**src/rtl/pcie_dma_pkg.sv**
```systemverilog
// Shared TLP fmt/type codes, RX engine state codes, the RX register struct and the
// byte-count / address-offset helpers used by the PIO RX engine.
package pcie_dma_pkg;

  localparam logic [6:0] MRD32 = 7'h00;
  localparam logic [6:0] MRD64 = 7'h20;
  localparam logic [6:0] MWR32 = 7'h40;
  localparam logic [6:0] MWR64 = 7'h60;
  localparam logic [6:0] CPLD  = 7'h4A;
  localparam logic [6:0] CPL   = 7'h0A;

  localparam logic [3:0] ST_RST      = 4'd0;
  localparam logic [3:0] ST_RD32_QW1 = 4'd1;
  localparam logic [3:0] ST_RD64_QW1 = 4'd2;
  localparam logic [3:0] ST_WR32_QW1 = 4'd3;
  localparam logic [3:0] ST_WR64_QW1 = 4'd4;
  localparam logic [3:0] ST_WR64_QW2 = 4'd5;
  localparam logic [3:0] ST_DMA_REQ  = 4'd6;
  localparam logic [3:0] ST_WAIT_CPL = 4'd7;
  localparam logic [3:0] ST_DISCARD  = 4'd8;

  typedef struct packed {
    logic [3:0]  state;
    logic        tready;
    logic        req_compl;
    logic        req_compl_wd;
    logic [2:0]  tc;
    logic        td;
    logic        ep;
    logic [1:0]  attr;
    logic [9:0]  len;
    logic [15:0] rid;
    logic [7:0]  tag;
    logic [7:0]  be;
    logic [12:0] addr;
    logic [9:0]  bytes;
    logic        dma_valid;
    logic        dma_write;
    logic [31:0] data;
  } rx_reg_t;

  // len==1 uses the first-BE span; longer requests are len*4 modulo 1024.
  function automatic logic [9:0] be2bytes(input logic [3:0] be, input logic [9:0] len);
    logic [9:0] bytes;
    if (len != 10'd1) begin
      bytes = {len[7:0], 2'b00};
    end else begin
      casez (be)
        4'b1??1:                   bytes = 10'd4;
        4'b01?1, 4'b1?10:          bytes = 10'd3;
        4'b0011, 4'b0110, 4'b1100: bytes = 10'd2;
        default:                   bytes = 10'd1;
      endcase
    end
    return bytes;
  endfunction

  function automatic logic [1:0] be2offset(input logic [3:0] be);
    logic [1:0] off;
    casez (be)
      4'b???1: off = 2'd0;
      4'b??10: off = 2'd1;
      4'b?100: off = 2'd2;
      4'b1000: off = 2'd3;
      default: off = 2'd0;
    endcase
    return off;
  endfunction

endpackage

```
**src/rtl/pcie_io_rx_engine_if.sv**
```systemverilog
// RX AXI-Stream, completion-request and DMA-request signals of the PIO RX engine.
interface pcie_io_rx_engine_if #(
  parameter int C_DATA_WIDTH = 64,
  parameter int KEEP_WIDTH   = C_DATA_WIDTH / 8
);
  logic                    i_m_axis_rx_tvalid;
  logic [C_DATA_WIDTH-1:0] i_m_axis_rx_tdata;
  logic [KEEP_WIDTH-1:0]   i_m_axis_rx_tkeep;
  logic                    i_m_axis_rx_tlast;
  logic                    o_m_axis_rx_tready;
  logic                    o_req_compl;
  logic                    o_req_compl_wd;
  logic                    i_compl_done;
  logic [2:0]              o_req_tc;
  logic                    o_req_td;
  logic                    o_req_ep;
  logic [1:0]              o_req_attr;
  logic [9:0]              o_req_len;
  logic [15:0]             o_req_rid;
  logic [7:0]              o_req_tag;
  logic [7:0]              o_req_be;
  logic [12:0]             o_req_addr;
  logic [9:0]              o_req_bytes;
  logic                    o_dma_req_valid;
  logic                    i_dma_req_ready;
  logic                    o_dma_req_write;
  logic [12:0]             o_dma_req_addr;
  logic [9:0]              o_dma_req_bytes;
  logic [63:0]             o_dma_req_data;
  logic [7:0]              o_dma_req_strob;

  modport slave (
    input  i_m_axis_rx_tvalid, i_m_axis_rx_tdata, i_m_axis_rx_tkeep, i_m_axis_rx_tlast,
    input  i_compl_done, i_dma_req_ready,
    output o_m_axis_rx_tready, o_req_compl, o_req_compl_wd, o_req_tc, o_req_td, o_req_ep,
    output o_req_attr, o_req_len, o_req_rid, o_req_tag, o_req_be, o_req_addr, o_req_bytes,
    output o_dma_req_valid, o_dma_req_write, o_dma_req_addr, o_dma_req_bytes,
    output o_dma_req_data, o_dma_req_strob
  );

  modport master (
    output i_m_axis_rx_tvalid, i_m_axis_rx_tdata, i_m_axis_rx_tkeep, i_m_axis_rx_tlast,
    output i_compl_done, i_dma_req_ready,
    input  o_m_axis_rx_tready, o_req_compl, o_req_compl_wd, o_req_tc, o_req_td, o_req_ep,
    input  o_req_attr, o_req_len, o_req_rid, o_req_tag, o_req_be, o_req_addr, o_req_bytes,
    input  o_dma_req_valid, o_dma_req_write, o_dma_req_addr, o_dma_req_bytes,
    input  o_dma_req_data, o_dma_req_strob
  );
endinterface

```
**src/rtl/pcie_io_rx_engine.sv**
```systemverilog
// PIO RX engine: parses 64-bit request TLPs, issues one DMA request per TLP and, for reads,
// holds the completion request until the TX engine reports completion.
module pcie_io_rx_engine
  import pcie_dma_pkg::*;
(
  input  logic               i_clk,
  input  logic               i_rst,
  pcie_io_rx_engine_if.slave bus
);

  rx_reg_t     cur_r;
  rx_reg_t     nxt_s;
  logic        beat_s;
  logic        last_s;
  logic [63:0] q_s;
  logic [6:0]  ft_s;
  logic        known_s;
  logic        unused_s;

  assign q_s      = bus.i_m_axis_rx_tdata;
  assign last_s   = bus.i_m_axis_rx_tlast;
  assign beat_s   = bus.i_m_axis_rx_tvalid & cur_r.tready;
  assign ft_s     = q_s[30:24];
  assign known_s  = (ft_s == MRD32) || (ft_s == MRD64) || (ft_s == MWR32) || (ft_s == MWR64);
  assign unused_s = ^bus.i_m_axis_rx_tkeep;

  // Next-state and next-output computation over the whole register struct.
  always_comb begin
    nxt_s = cur_r;
    case (cur_r.state)
      ST_RST: begin
        if (beat_s) begin
          if (known_s) begin
            nxt_s.tc        = q_s[22:20];
            nxt_s.td        = q_s[15];
            nxt_s.ep        = q_s[14];
            nxt_s.attr      = q_s[13:12];
            nxt_s.len       = q_s[9:0];
            nxt_s.rid       = q_s[63:48];
            nxt_s.tag       = q_s[47:40];
            nxt_s.be        = q_s[39:32];
            nxt_s.bytes     = be2bytes(q_s[35:32], q_s[9:0]);
            nxt_s.dma_write = (ft_s == MWR32) || (ft_s == MWR64);
            nxt_s.data      = 32'h0;
          end else begin
            nxt_s.data = cur_r.data;
          end
          // A header beat carrying tlast ends the TLP with no request, whatever its type.
          if (last_s) begin
            nxt_s.state = ST_RST;
          end else begin
            case (ft_s)
              MRD32:   nxt_s.state = ST_RD32_QW1;
              MRD64:   nxt_s.state = ST_RD64_QW1;
              MWR32:   nxt_s.state = ST_WR32_QW1;
              MWR64:   nxt_s.state = ST_WR64_QW1;
              default: nxt_s.state = ST_DISCARD;
            endcase
          end
        end else begin
          nxt_s.state = ST_RST;
        end
      end
      ST_RD32_QW1, ST_WR32_QW1: begin
        if (beat_s) begin
          nxt_s.addr      = {q_s[12:2], be2offset(cur_r.be[3:0])};
          nxt_s.data      = (cur_r.state == ST_WR32_QW1) ? q_s[63:32] : 32'h0;
          nxt_s.dma_valid = 1'b1;
          nxt_s.state     = ST_DMA_REQ;
        end else begin
          nxt_s.state = cur_r.state;
        end
      end
      ST_RD64_QW1, ST_WR64_QW1: begin
        if (beat_s) begin
          nxt_s.addr = {q_s[44:34], be2offset(cur_r.be[3:0])};
          if (cur_r.state == ST_WR64_QW1) begin
            nxt_s.state = ST_WR64_QW2;
          end else begin
            nxt_s.dma_valid = 1'b1;
            nxt_s.state     = ST_DMA_REQ;
          end
        end else begin
          nxt_s.state = cur_r.state;
        end
      end
      ST_WR64_QW2: begin
        if (beat_s) begin
          nxt_s.data      = q_s[31:0];
          nxt_s.dma_valid = 1'b1;
          nxt_s.state     = ST_DMA_REQ;
        end else begin
          nxt_s.state = ST_WR64_QW2;
        end
      end
      ST_DMA_REQ: begin
        if (bus.i_dma_req_ready) begin
          nxt_s.dma_valid = 1'b0;
          if (cur_r.dma_write) begin
            nxt_s.state = ST_RST;
          end else begin
            nxt_s.req_compl    = 1'b1;
            nxt_s.req_compl_wd = 1'b1;
            nxt_s.state        = ST_WAIT_CPL;
          end
        end else begin
          nxt_s.dma_valid = 1'b1;
        end
      end
      ST_WAIT_CPL: begin
        if (bus.i_compl_done) begin
          nxt_s.req_compl    = 1'b0;
          nxt_s.req_compl_wd = 1'b0;
          nxt_s.state        = ST_RST;
        end else begin
          nxt_s.state = ST_WAIT_CPL;
        end
      end
      ST_DISCARD: begin
        if (beat_s && last_s) begin
          nxt_s.state = ST_RST;
        end else begin
          nxt_s.state = ST_DISCARD;
        end
      end
      default: begin
        nxt_s = '0;
      end
    endcase
    // RX is stalled from the request until the engine is back in RST.
    nxt_s.tready = (nxt_s.state != ST_DMA_REQ) && (nxt_s.state != ST_WAIT_CPL);
  end

  // State and output registers; synchronous reset clears everything.
  always_ff @(posedge i_clk) begin
    if (i_rst) begin
      cur_r <= '0;
    end else begin
      cur_r <= nxt_s;
    end
  end

  assign bus.o_m_axis_rx_tready = cur_r.tready;
  assign bus.o_req_compl        = cur_r.req_compl;
  assign bus.o_req_compl_wd     = cur_r.req_compl_wd;
  assign bus.o_req_tc           = cur_r.tc;
  assign bus.o_req_td           = cur_r.td;
  assign bus.o_req_ep           = cur_r.ep;
  assign bus.o_req_attr         = cur_r.attr;
  assign bus.o_req_len          = cur_r.len;
  assign bus.o_req_rid          = cur_r.rid;
  assign bus.o_req_tag          = cur_r.tag;
  assign bus.o_req_be           = cur_r.be;
  assign bus.o_req_addr         = cur_r.addr;
  assign bus.o_req_bytes        = cur_r.bytes;
  assign bus.o_dma_req_valid    = cur_r.dma_valid;
  assign bus.o_dma_req_write    = cur_r.dma_write;
  assign bus.o_dma_req_addr     = {cur_r.addr[12:2], 2'b00};
  assign bus.o_dma_req_bytes    = cur_r.bytes;
  assign bus.o_dma_req_data     = {32'h0, cur_r.data};
  assign bus.o_dma_req_strob    = {4'h0, cur_r.be[3:0]};

endmodule
```
**src/flat_wrapper.sv**
```systemverilog
// flat-port wrapper written by rule: the top's interface ports become plain ports
module pcie_io_rx_engine_flat import pcie_dma_pkg::*;
  (i_clk, i_rst, bus_i_m_axis_rx_tvalid, bus_i_m_axis_rx_tdata, bus_i_m_axis_rx_tkeep, bus_i_m_axis_rx_tlast, bus_i_compl_done, bus_i_dma_req_ready, bus_o_m_axis_rx_tready, bus_o_req_compl, bus_o_req_compl_wd, bus_o_req_tc, bus_o_req_td, bus_o_req_ep, bus_o_req_attr, bus_o_req_len, bus_o_req_rid, bus_o_req_tag, bus_o_req_be, bus_o_req_addr, bus_o_req_bytes, bus_o_dma_req_valid, bus_o_dma_req_write, bus_o_dma_req_addr, bus_o_dma_req_bytes, bus_o_dma_req_data, bus_o_dma_req_strob);
  pcie_io_rx_engine_if bus_i ();
  input  logic i_clk;
  input  logic i_rst;
  input wire logic [$bits(bus_i.i_m_axis_rx_tvalid)-1:0] bus_i_m_axis_rx_tvalid;
  input wire logic [$bits(bus_i.i_m_axis_rx_tdata)-1:0] bus_i_m_axis_rx_tdata;
  input wire logic [$bits(bus_i.i_m_axis_rx_tkeep)-1:0] bus_i_m_axis_rx_tkeep;
  input wire logic [$bits(bus_i.i_m_axis_rx_tlast)-1:0] bus_i_m_axis_rx_tlast;
  input wire logic [$bits(bus_i.i_compl_done)-1:0] bus_i_compl_done;
  input wire logic [$bits(bus_i.i_dma_req_ready)-1:0] bus_i_dma_req_ready;
  output wire logic [$bits(bus_i.o_m_axis_rx_tready)-1:0] bus_o_m_axis_rx_tready;
  output wire logic [$bits(bus_i.o_req_compl)-1:0] bus_o_req_compl;
  output wire logic [$bits(bus_i.o_req_compl_wd)-1:0] bus_o_req_compl_wd;
  output wire logic [$bits(bus_i.o_req_tc)-1:0] bus_o_req_tc;
  output wire logic [$bits(bus_i.o_req_td)-1:0] bus_o_req_td;
  output wire logic [$bits(bus_i.o_req_ep)-1:0] bus_o_req_ep;
  output wire logic [$bits(bus_i.o_req_attr)-1:0] bus_o_req_attr;
  output wire logic [$bits(bus_i.o_req_len)-1:0] bus_o_req_len;
  output wire logic [$bits(bus_i.o_req_rid)-1:0] bus_o_req_rid;
  output wire logic [$bits(bus_i.o_req_tag)-1:0] bus_o_req_tag;
  output wire logic [$bits(bus_i.o_req_be)-1:0] bus_o_req_be;
  output wire logic [$bits(bus_i.o_req_addr)-1:0] bus_o_req_addr;
  output wire logic [$bits(bus_i.o_req_bytes)-1:0] bus_o_req_bytes;
  output wire logic [$bits(bus_i.o_dma_req_valid)-1:0] bus_o_dma_req_valid;
  output wire logic [$bits(bus_i.o_dma_req_write)-1:0] bus_o_dma_req_write;
  output wire logic [$bits(bus_i.o_dma_req_addr)-1:0] bus_o_dma_req_addr;
  output wire logic [$bits(bus_i.o_dma_req_bytes)-1:0] bus_o_dma_req_bytes;
  output wire logic [$bits(bus_i.o_dma_req_data)-1:0] bus_o_dma_req_data;
  output wire logic [$bits(bus_i.o_dma_req_strob)-1:0] bus_o_dma_req_strob;
  assign bus_i.i_m_axis_rx_tvalid = bus_i_m_axis_rx_tvalid;
  assign bus_i.i_m_axis_rx_tdata = bus_i_m_axis_rx_tdata;
  assign bus_i.i_m_axis_rx_tkeep = bus_i_m_axis_rx_tkeep;
  assign bus_i.i_m_axis_rx_tlast = bus_i_m_axis_rx_tlast;
  assign bus_i.i_compl_done = bus_i_compl_done;
  assign bus_i.i_dma_req_ready = bus_i_dma_req_ready;
  assign bus_o_m_axis_rx_tready = bus_i.o_m_axis_rx_tready;
  assign bus_o_req_compl = bus_i.o_req_compl;
  assign bus_o_req_compl_wd = bus_i.o_req_compl_wd;
  assign bus_o_req_tc = bus_i.o_req_tc;
  assign bus_o_req_td = bus_i.o_req_td;
  assign bus_o_req_ep = bus_i.o_req_ep;
  assign bus_o_req_attr = bus_i.o_req_attr;
  assign bus_o_req_len = bus_i.o_req_len;
  assign bus_o_req_rid = bus_i.o_req_rid;
  assign bus_o_req_tag = bus_i.o_req_tag;
  assign bus_o_req_be = bus_i.o_req_be;
  assign bus_o_req_addr = bus_i.o_req_addr;
  assign bus_o_req_bytes = bus_i.o_req_bytes;
  assign bus_o_dma_req_valid = bus_i.o_dma_req_valid;
  assign bus_o_dma_req_write = bus_i.o_dma_req_write;
  assign bus_o_dma_req_addr = bus_i.o_dma_req_addr;
  assign bus_o_dma_req_bytes = bus_i.o_dma_req_bytes;
  assign bus_o_dma_req_data = bus_i.o_dma_req_data;
  assign bus_o_dma_req_strob = bus_i.o_dma_req_strob;
  pcie_io_rx_engine u_core (.i_clk(i_clk), .i_rst(i_rst), .bus(bus_i));
endmodule
```
**config.mk**
```make
export PLATFORM = sky130hd
export DESIGN_NAME = pcie_io_rx_engine_flat
export DESIGN_NICKNAME = d
export VERILOG_FILES = /design/src/rtl/pcie_dma_pkg.sv /design/src/rtl/pcie_io_rx_engine_if.sv /design/src/rtl/pcie_io_rx_engine.sv /design/src/flat_wrapper.sv
export SDC_FILE = /design/constraint.sdc
export NUM_CORES = 1
export LEC_CHECK = 0
export BUFFER_PORTS_ARGS = -buffer_cell sky130_fd_sc_hd__buf_2
export CAP_MARGIN = 20
export CORE_MARGIN = 1
export CORE_UTILIZATION = 44
export DETAILED_ROUTE_END_ITERATION = 8
export PLACE_DENSITY = 0.79
export SLEW_MARGIN = 20
export SYNTH_ARGS = -nofsm -noshare
export SYNTH_HDL_FRONTEND = slang
export SYNTH_SLANG_ARGS = --single-unit
```
**constraint.sdc**
```tcl
create_clock -name i_clk -period 1.9 [get_ports i_clk]
set_input_delay 0.095 -clock i_clk [delete_from_list [all_inputs] [get_ports i_clk]]
set_output_delay 0.095 -clock i_clk [all_outputs]
set_load 0.05 [all_outputs]
```
# [Yosys cells after proc, flatten, opt, wreduce, memory -nomap -nowiden]
# Cells that the tools add are included.
[op_classes] n_eq_ne=33 n_bitwise=6 reduce_logical=23 mux=41
[ops] cell="32-bit 2-to-1 mux" count=4
[ops] cell="32-bit one-hot mux with 4 select lines" count=1
[ops] cell="49-bit 2-to-1 mux" count=2
[ops] cell="49-bit one-hot mux with 2 select lines" count=1
[ops] cell="13-bit one-hot mux with 3 select lines" count=1
[ops] cell="33-bit 2-to-1 mux" count=1
[ops] cell="10-bit 2-to-1 mux" count=3
[ops] cell="4-bit one-hot mux with 7 select lines" count=1
[ops] cell="13-bit 2-to-1 mux" count=2
[ops] cell="4-bit 2-to-1 mux" count=6
[ops] cell="4-bit by 3-bit equality test with 1-bit output, second input constant" count=5
[ops] cell="10-bit one-hot mux with 2 select lines" count=1
[ops] cell="4-bit one-hot mux with 4 select lines" count=1
[ops] cell="7-bit equality test, second input constant" count=2
[ops] cell="4-bit by 2-bit equality test with 1-bit output, second input constant" count=3
[ops] cell="4-bit equality test, second input constant" count=3
[ops] cell="2-bit by 1-bit != test with 1-bit output, second input constant" count=6
[ops] cell="2-bit one-hot mux with 3 select lines" count=2
[ops] cell="2-bit 2-to-1 mux" count=5
[ops] cell="10-bit by 1-bit != test with 1-bit output, second input constant" count=1
[ops] cell="5-bit OR reduction" count=2
[ops] cell="3-bit one-hot mux with 3 select lines" count=1
[ops] cell="3-bit OR reduction" count=3
[ops] cell="2-bit != test, second input constant" count=4
[ops] cell="22 further kinds" count=42
[totals] reg_bits=113 inputBits=78 elab_cells=120 output_inout_bits=172

# [Depth between registers and ports, before layout]
# Gate-level depths: netlist (run 1).
[depth] ltp_word=7 ltp_mapped=8 ltp_nobuf=4

# [Worst setup path before layout (run 1)]
# OpenSTA, ideal clock, no wires.
[synth_path] path_kind="flip-flop to flip-flop" startpoint="reg u_core.cur_r (netlist bit u_core.bus.o_m_axis_rx_tready)" endpoint="reg u_core.cur_r (netlist bit u_core.bus.o_dma_req_bytes[3])" path_buffers=3 setup_ns=0.117 t_required_ns=1.783 arrival_time_ns=1.902 period_less_slack_ns=2.019 setup_slack_ns=-0.119 path_stages_with_launch=8 cell_sequence="dfxtp_1 -> and2_1 -> clkbuf_1 -> nand2_1 -> o31a_1 -> buf_2 -> buf_2 -> a22o_2"
[synth_between] elab_chain_cells=3
[synth_rtl] element="start: declaration" line="pcie_io_rx_engine.sv:11" text="rx_reg_t cur_r;"
[synth_rtl] element="start signal: assignment" line="pcie_io_rx_engine.sv:139" text="cur_r <= nxt_s;"
[synth_rtl] element="1-bit bitwise AND" line="pcie_io_rx_engine.sv:22" text="assign beat_s = bus.i_m_axis_rx_tvalid & cur_r.tready;"
[synth_rtl] element="2-bit by 1-bit != test with 1-bit output (no line)"
[synth_rtl] element="3-bit AND reduction (no line)"
# No other way between the ends.
# A chain may end at the register's enable or synchronous reset.

# [Worst setup path in the final report (run 1)]
[layout_path] startpoint="reg u_core.cur_r[110] in the netlist's numbering" endpoint="reg u_core.cur_r[111] in the netlist's numbering"
[layout_between] elab_chain_cells=3 elab_cells_between_ends=12 cone_classes="eq/ne: 8; mux: 1; reduce/logical: 3"
[layout_rtl] element="4-bit by 2-bit equality test with 1-bit output (tied with other cells)" line="pcie_io_rx_engine.sv:30" text="case (cur_r.state)"
[layout_rtl] element="2-bit OR reduction" line="pcie_io_rx_engine.sv:30"
[layout_rtl] element="4-bit one-hot mux with 7 select lines *" line="pcie_io_rx_engine.sv:30"
# Mark *: on every way between the ends. The rest lies on a longest branch, timed or not.

==> results.json, run 1 <==
{
  "core_area_mm2": 0.0134,
  "hold_viol_final": 0,
  "avgRoutedWirePerCell_um": 17.0,
  "drc_errors": 0,
  "worst_slew_pin_slew_ps": 533,
  "layout_commonest_cell": "buf_2",
  "grt_use_total": 0.218,
  "portBuffers": 203,
  "power_density_mw_per_mm2": 704,
  "io_pins": 250,
  "ant_nets": 0,
  "relSlewSlack": 0.642,
  "synthCells": 658,
  "synth_edf_count": 0,
  "clk_pin_slew_ps": 80,
  "synth-compound-area-share": 0.203,
  "cp_max_fo": 10,
  "cts_sinks": 112,
  "ys_seq_area_frac": 0.366,
  "layout_common_cells": "buf_2, dfxtp_1, a22oi_1",
  "via_per_inst": 5.17,
  "cts_tree": "built",
  "setup_violations": 0,
  "synth-simple-area-share": 0.119,
  "synth_top_family_by_area": "buffers and inverters",
  "antenna_found_initial": 0,
  "place_area_mm2": 0.00633,
  "maxSlewViolCount": 0,
  "ys.flop_type": "dfxtp_1",
  "start_util": 0.458,
  "synth.avg_cell_area_um2": 9.32,
  "synthArstFlopShare": 0,
  "cpMaxStageDelayCell": "or4_4",
  "finalCritPeriodShare": 0.967,
  "synthXorXnorAreaFrac": 0.00286,
  "final.setup.tns_ps": 0,
  "final.setup_skew_ps": 5.68,
  "drive_above_1_share": 0.417,
  "insertion_delay_ps": 360,
  "ir_drop_uv": 512,
  "nets": 836,
  "h-tree-depth": 3,
  "rsz0062_at_grt": "yes",
  "dieArea_mm2": 0.0144,
  "dp.cells": 891,
  "worstSetupPathType": "flip-flop to flip-flop",
  "crit_required_ps": 2190,
  "synth_area_mm2": 0.00613,
  "slowest_delay_ps": 570,
  "min_period_ps": 1840,
  "p_leak_nw": 3.21,
  "path_cells": "or4_4 > nor4_1 > nand3_1 > a21oi_1",
  "timing.fmax_mhz": 544,
  "synth_seq_cells": 112,
  "die_h_um": 120,
  "setup_slack_ps": 62.5,
  "grt_pass1_vias": 4595,
  "wl_um": 15900,
  "critPathArrivalTime_ps": 2120,
  "crit_path_end_kind": "flip-flop",
  "synth_warnings": 0,
  "grt_pass1_wl_um": 24400,
  "drv_cap": 0,
  "die_x_um": 120,
  "status": "complete, no violations",
  "gp_routability_congestion": 0.850,
  "clockBufferDepth": 2,
  "drt_iter0_drc": 211,
  "final_cell_count_no_fill": 939,
  "min_path_type": "input port to flip-flop",
  "cts_root_buf": "clkbuf_16",
  "drt-pass1-iter-count": 6,
  "synth_fa_ha_area_frac": 0,
  "cts_buffers": 9,
  "rows": 42,
  "fin_area_mm2": 0.00698,
  "diodes": 0,
  "area_growth_pct": 13.8,
  "num_vias": 4851,
  "cts_setup_buffers": 0,
  "ys_types": 49,
  "pre_cts_slack_ps": 25.2,
  "synthMuxAreaShare": 0.0624,
  "grt_max_degree": 42,
  "grt-ovfl-total": 0,
  "startpoint_type": "flip-flop",
  "hpwl_um": 11300
}
## metal layers
layer  track usage  vias to the layer above  part of all wire
met5             0                        -                 0
met4        0.0547                        0             0.010
met3        0.0623                       17             0.070
met2         0.378                      217              0.50
met1         0.262                     2310              0.42
li1              -                     2307                 -
## synth_stat cells, types with 3 or more instances
cell	number	area, um2
a21oi_1	22	110
a22o_1	38	333
dfxtp_1	112	2240
mux2_2	34	383
nand2b_1	5	31.3
a211oi_1	13	97.6
nor2b_1	39	244
nor4_1	6	37.5
buf_4	166	1250
a22o_2	16	160
buf_2	16	80.1
clkbuf_1	27	101
nor3_1	4	20.0
o22ai_1	3	18.8
nor2_1	43	161
buf_6	6	67.6
nor3b_1	3	22.5
nand2_1	12	45.0
a31o_2	3	26.3
a22oi_1	44	330
nand3_1	4	20.0
nand4_1	3	18.8
o21ai_0	5	25.0
## layout make-up
type	instances	area, um2
Clock buffer	10	239
Clock inverter	6	75.1
Fill cell	1223	6420
Inverter	2	7.51
Multi-Input combinational cell	365	2540
Sequential cell	112	2240
Tap cell	176	220
Timing Repair Buffer	268	1650
## per-stage QoR
stage	util	hold slack, ps	power [W]
2_1_floorplan	-	206	0.00279
6_report	0.521	15.0	0.00491
3_3_place_gp	0.473	328	0.00290
3_5_place_dp	0.473	333	0.00290
4_1_cts	0.520	1.35	0.00495
5_1_grt	0.521	6.98	0.00508
## path summary, 6_finish.rpt
kind / from / to / slack, ps / depth (start not counted)
worst max-delay path: u_core.cur_r[110] / u_core.cur_r[111] / 60 / 4
worst max register to register: u_core.cur_r[110] / u_core.cur_r[111] / 60 / 4
worst min-delay path: bus_i_m_axis_rx_tdata[38] / u_core.bus.o_req_be[6] / 20 / 2
worst min register to register: u_core.bus.o_req_td / u_core.bus.o_req_td / 460 / 2
## state kept, by name, summed over array words and instances, names as in the netlist
signal and flops:
u_core.bus.o_req_be 8, u_core.bus.o_dma_req_valid 1, u_core.bus.o_req_td 1, u_core.bus.o_dma_req_bytes 10
u_core.bus.o_req_attr 2, u_core.bus.o_req_tag 8, u_core.bus.o_req_rid 16, u_core.bus.o_req_addr 13
u_core.bus.o_req_compl 1, u_core.bus.o_req_tc 3, u_core.bus.o_dma_req_write 1, u_core.bus.o_req_len 10
u_core.bus.o_dma_req_data 32, u_core.bus.o_req_ep 1, u_core.cur_r 4, u_core.bus.o_m_axis_rx_tready 1
## where the power goes
part           leakage [nW]  total [W]  switching, W  internal [W]
Combinational          2.16   0.000537      0.000379      0.000158
Clock                 0.152    0.00201      0.000933       0.00108
Sequential            0.903    0.00236    0.00000815       0.00235
Total                  3.21    0.00491       0.00132       0.00359
## cells by family (layout without fill, tap and decap cells)
| logic type | after synthesis | count (layout) |
|---|---|---|
| compound gates | 159 | 159 |
| simple gates | 132 | 132 |
| mux | 34 | 34 |
| buf+inv | 218 | 286 |
| other cells | 1 | 38 |
| xor+xnor | 2 | 2 |
| flops | 112 | 112 |
## repair_timing
action | CTS | global route
hold endpoints to repair | 32 | 0
gates resized for setup | 0 | 2
setup endpoints to repair | 0 | 40
hold buffers | 32 | 0
## critical path, delay by kind of cell (launching register included)
family | cells | cell delay, ps
AND/OR/NAND/NOR | 3 | 1210
flip-flops | 1 | 400
AO/OA/AOI/OAI | 1 | 160
No activity file was read; power rests on OpenSTA's default activity.
==> inputs of run 2 (changes only) <==
--- a/config.mk
+++ b/config.mk
@@ -9,7 +9,7 @@
 export CAP_MARGIN = 20
 export CORE_MARGIN = 1
-export CORE_UTILIZATION = 44
+export CORE_UTILIZATION = 35
 export DETAILED_ROUTE_END_ITERATION = 8
-export PLACE_DENSITY = 0.79
+export PLACE_DENSITY = 0.65
 export SLEW_MARGIN = 20
 export SYNTH_ARGS = -nofsm -noshare
==> constraint.sdc (replaced) <==
create_clock -name i_clk -period 1.9 [get_ports i_clk]
set_input_delay 0.095 -clock i_clk [delete_from_list [all_inputs] [get_ports i_clk]]
set_output_delay 0.095 -clock i_clk [all_outputs]
set_load 0.1 [all_outputs]
==> run 2 against run 1 <==
Effect of this change:
- sequential power barely moved
- cell count rose by 5.3%
- total power rose by 1.8%
- combinational power rose by 36%
- via count barely moved
- clock power fell by 5%
- hold slack got worse by 5.5 ps
- non-clock buffer count did not move
- clock skew rose by 6.6 ps
- flip-flop and latch count did not move
- core utilization fell by 11 points
- global-route usage fell by 3.4 points
- critical path type unchanged
- largest cell class unchanged
==> results.json, run 2 (synthesized netlist as in run 1, its figures left out) <==
{
  "maxSlewViolCount": 0,
  "die_h_um": 134,
  "drv_cap": 0,
  "wl_um": 16800,
  "final_core_util": 0.411,
  "power_density_mw_per_mm2": 709,
  "timing.fmax_mhz": 551,
  "cts_tree": "built",
  "avgRoutedWirePerCell_um": 17.0,
  "largest_reg_flops": 32,
  "drt-pass1-iter-count": 4,
  "drive_above_1_share": 0.419,
  "layout_common_cells": "buf_2, dfxtp_1, a22oi_1",
  "cp_max_fo": 31,
  "layout_commonest_cell": "buf_2",
  "p_leak_nw": 3.21,
  "switching_share": 0.309,
  "portBuffers": 203,
  "via_per_inst": 4.91,
  "final_cell_count_no_fill": 989,
  "start_util": 0.357,
  "nFillCells": 1720,
  "r2r_end": "u_core.bus.o_req_tc[1]",
  "cts_setup_buffers": 0,
  "grt_max_degree": 32,
  "gp_routability_congestion": 0.803,
  "crit_required_ps": 2150,
  "dp.cells": 940,
  "grt_use_total": 0.184,
  "worst_slew_pin_slew_ps": 608,
  "rr_startpoint": "u_core.cur_r[110]",
  "final.setup_skew_ps": 12.3,
  "min_path_type": "input port to flip-flop",
  "cts_sinks": 112,
  "combPwrFrac": 0.146,
  "area_growth_pct": 15.2,
  "diodes": 0,
  "worstHoldStart": "bus_i_m_axis_rx_tdata[38]",
  "io_pins": 250,
  "drc_errors": 0,
  "power.switching_w": 0.00155,
  "ant_nets": 0,
  "core_area_mm2": 0.0172,
  "nets": 837,
  "grt_pass1_vias": 4495,
  "setup_violations": 0,
  "num_vias": 4854,
  "worstSetupPathType": "flip-flop to flip-flop",
  "critPathArrivalTime_ps": 2070,
  "r2r_slack_ps": 80,
  "cp-startpoint": "u_core.cur_r[110]",
  "crit_path_end_kind": "flip-flop",
  "insertion_delay_ps": 360,
  "rows": 48,
  "rsz0062_at_grt": "no",
  "cts_buffers": 9,
  "h-tree-depth": 3,
  "clk_pin_slew_ps": 80,
  "status": "complete, no violations",
  "antenna_found_initial": 0,
  "hpwl_um": 12000,
  "dieArea_mm2": 0.0180,
  "relSlewSlack": 0.594,
  "ir_drop_uv": 402,
  "grt_pass1_wl_um": 25400,
  "die_x_um": 134,
  "min_period_ps": 1820,
  "holdWs_ps": 9.52,
  "clockBufferDepth": 2,
  "p_seq_frac": 0.472,
  "grt-ovfl-total": 0,
  "ff2ff_path_depth": 6,
  "holdPathEnd": "u_core.bus.o_req_be[6]",
  "hold_viol_final": 0,
  "finalCritPeriodShare": 0.956,
  "holdPathStages": 2,
  "cts_root_buf": "clkbuf_16",
  "pwr-share-clk": 0.381,
  "drt_iter0_drc": 240,
  "startpoint_type": "flip-flop",
  "p_int_w": 0.00346
}
[run 2: cell type report]
| cell class | count | area, um2 | share of cell area |
|---|---|---|---|
| repair buffers | 268 | 1660 | 0.236 |
| flip-flops and latches | 112 | 2250 | 0.318 |
| well taps | 225 | 282 | 0.0399 |
| clock buffers | 10 | 239 | 0.0338 |
| multi-input cells | 366 | 2570 | 0.364 |
| inverters | 2 | 7.51 | 0.00106 |
| clock inverters | 6 | 50.0 | 0.00709 |
[run 2: critical path: stages (launching register included)]
cell	delay [ps]
dfxtp_2	370
buf_4	170
nor4_4	280
nand2_2	120
o31a_2	350
buf_12	180
a22o_2	210
[run 2: worst max-delay path by stage]
| stage | endpoint | slack [ps] | cells past startpoint |
|---|---|---|---|
| detailed placement | u_core.bus.o_dma_req_data[12] | -2 | 5 |
| global route | u_core.bus.o_req_len[6] | 20 | 6 |
| floorplan | u_core.bus.o_dma_req_bytes[3] | 30 | 7 |
| global placement | u_core.bus.o_req_len[1] | 70 | 6 |
| finish | u_core.bus.o_req_tc[1] | 80 | 6 |
| CTS | u_core.bus.o_dma_req_data[12] | 10 | 5 |
[run 2: routing by layer]
metal	GRT usage	share of wire
met1	0.242	0.46
met2	0.306	0.48
met3	0.0404	0.060
met4	0.0449	0.0067
met5	0	0
[run 2: power groups by stage]
stage               sequential [W]  combinational [W]  clock (W)
floorplan                  0.00242           0.000564          0
global placement           0.00242           0.000677          0
detailed placement         0.00242           0.000678          0
CTS                        0.00236           0.000728    0.00196
global route               0.00236           0.000765    0.00204
finish                     0.00236           0.000732    0.00191
[run 2: timing repair]
item	in CTS	in global routing
gates cloned	1	0
endpoints found under the setup margin	20	93
gates resized for setup	1	5
hold buffers	31	1
hold endpoints to repair	31	1
[run 2: metrics by stage]
step           setup slack [ps]  total power [W]  setup TNS, ps  area, um2
2_1_floorplan              34.0          0.00299              0       6270
3_3_place_gp               73.1          0.00309              0       6420
3_5_place_dp              -2.10          0.00310          -3.72       6420
4_1_cts                    13.9          0.00505              0       7030
5_1_grt                    18.6          0.00516              0       7060
6_report                   84.5          0.00500              0       7060
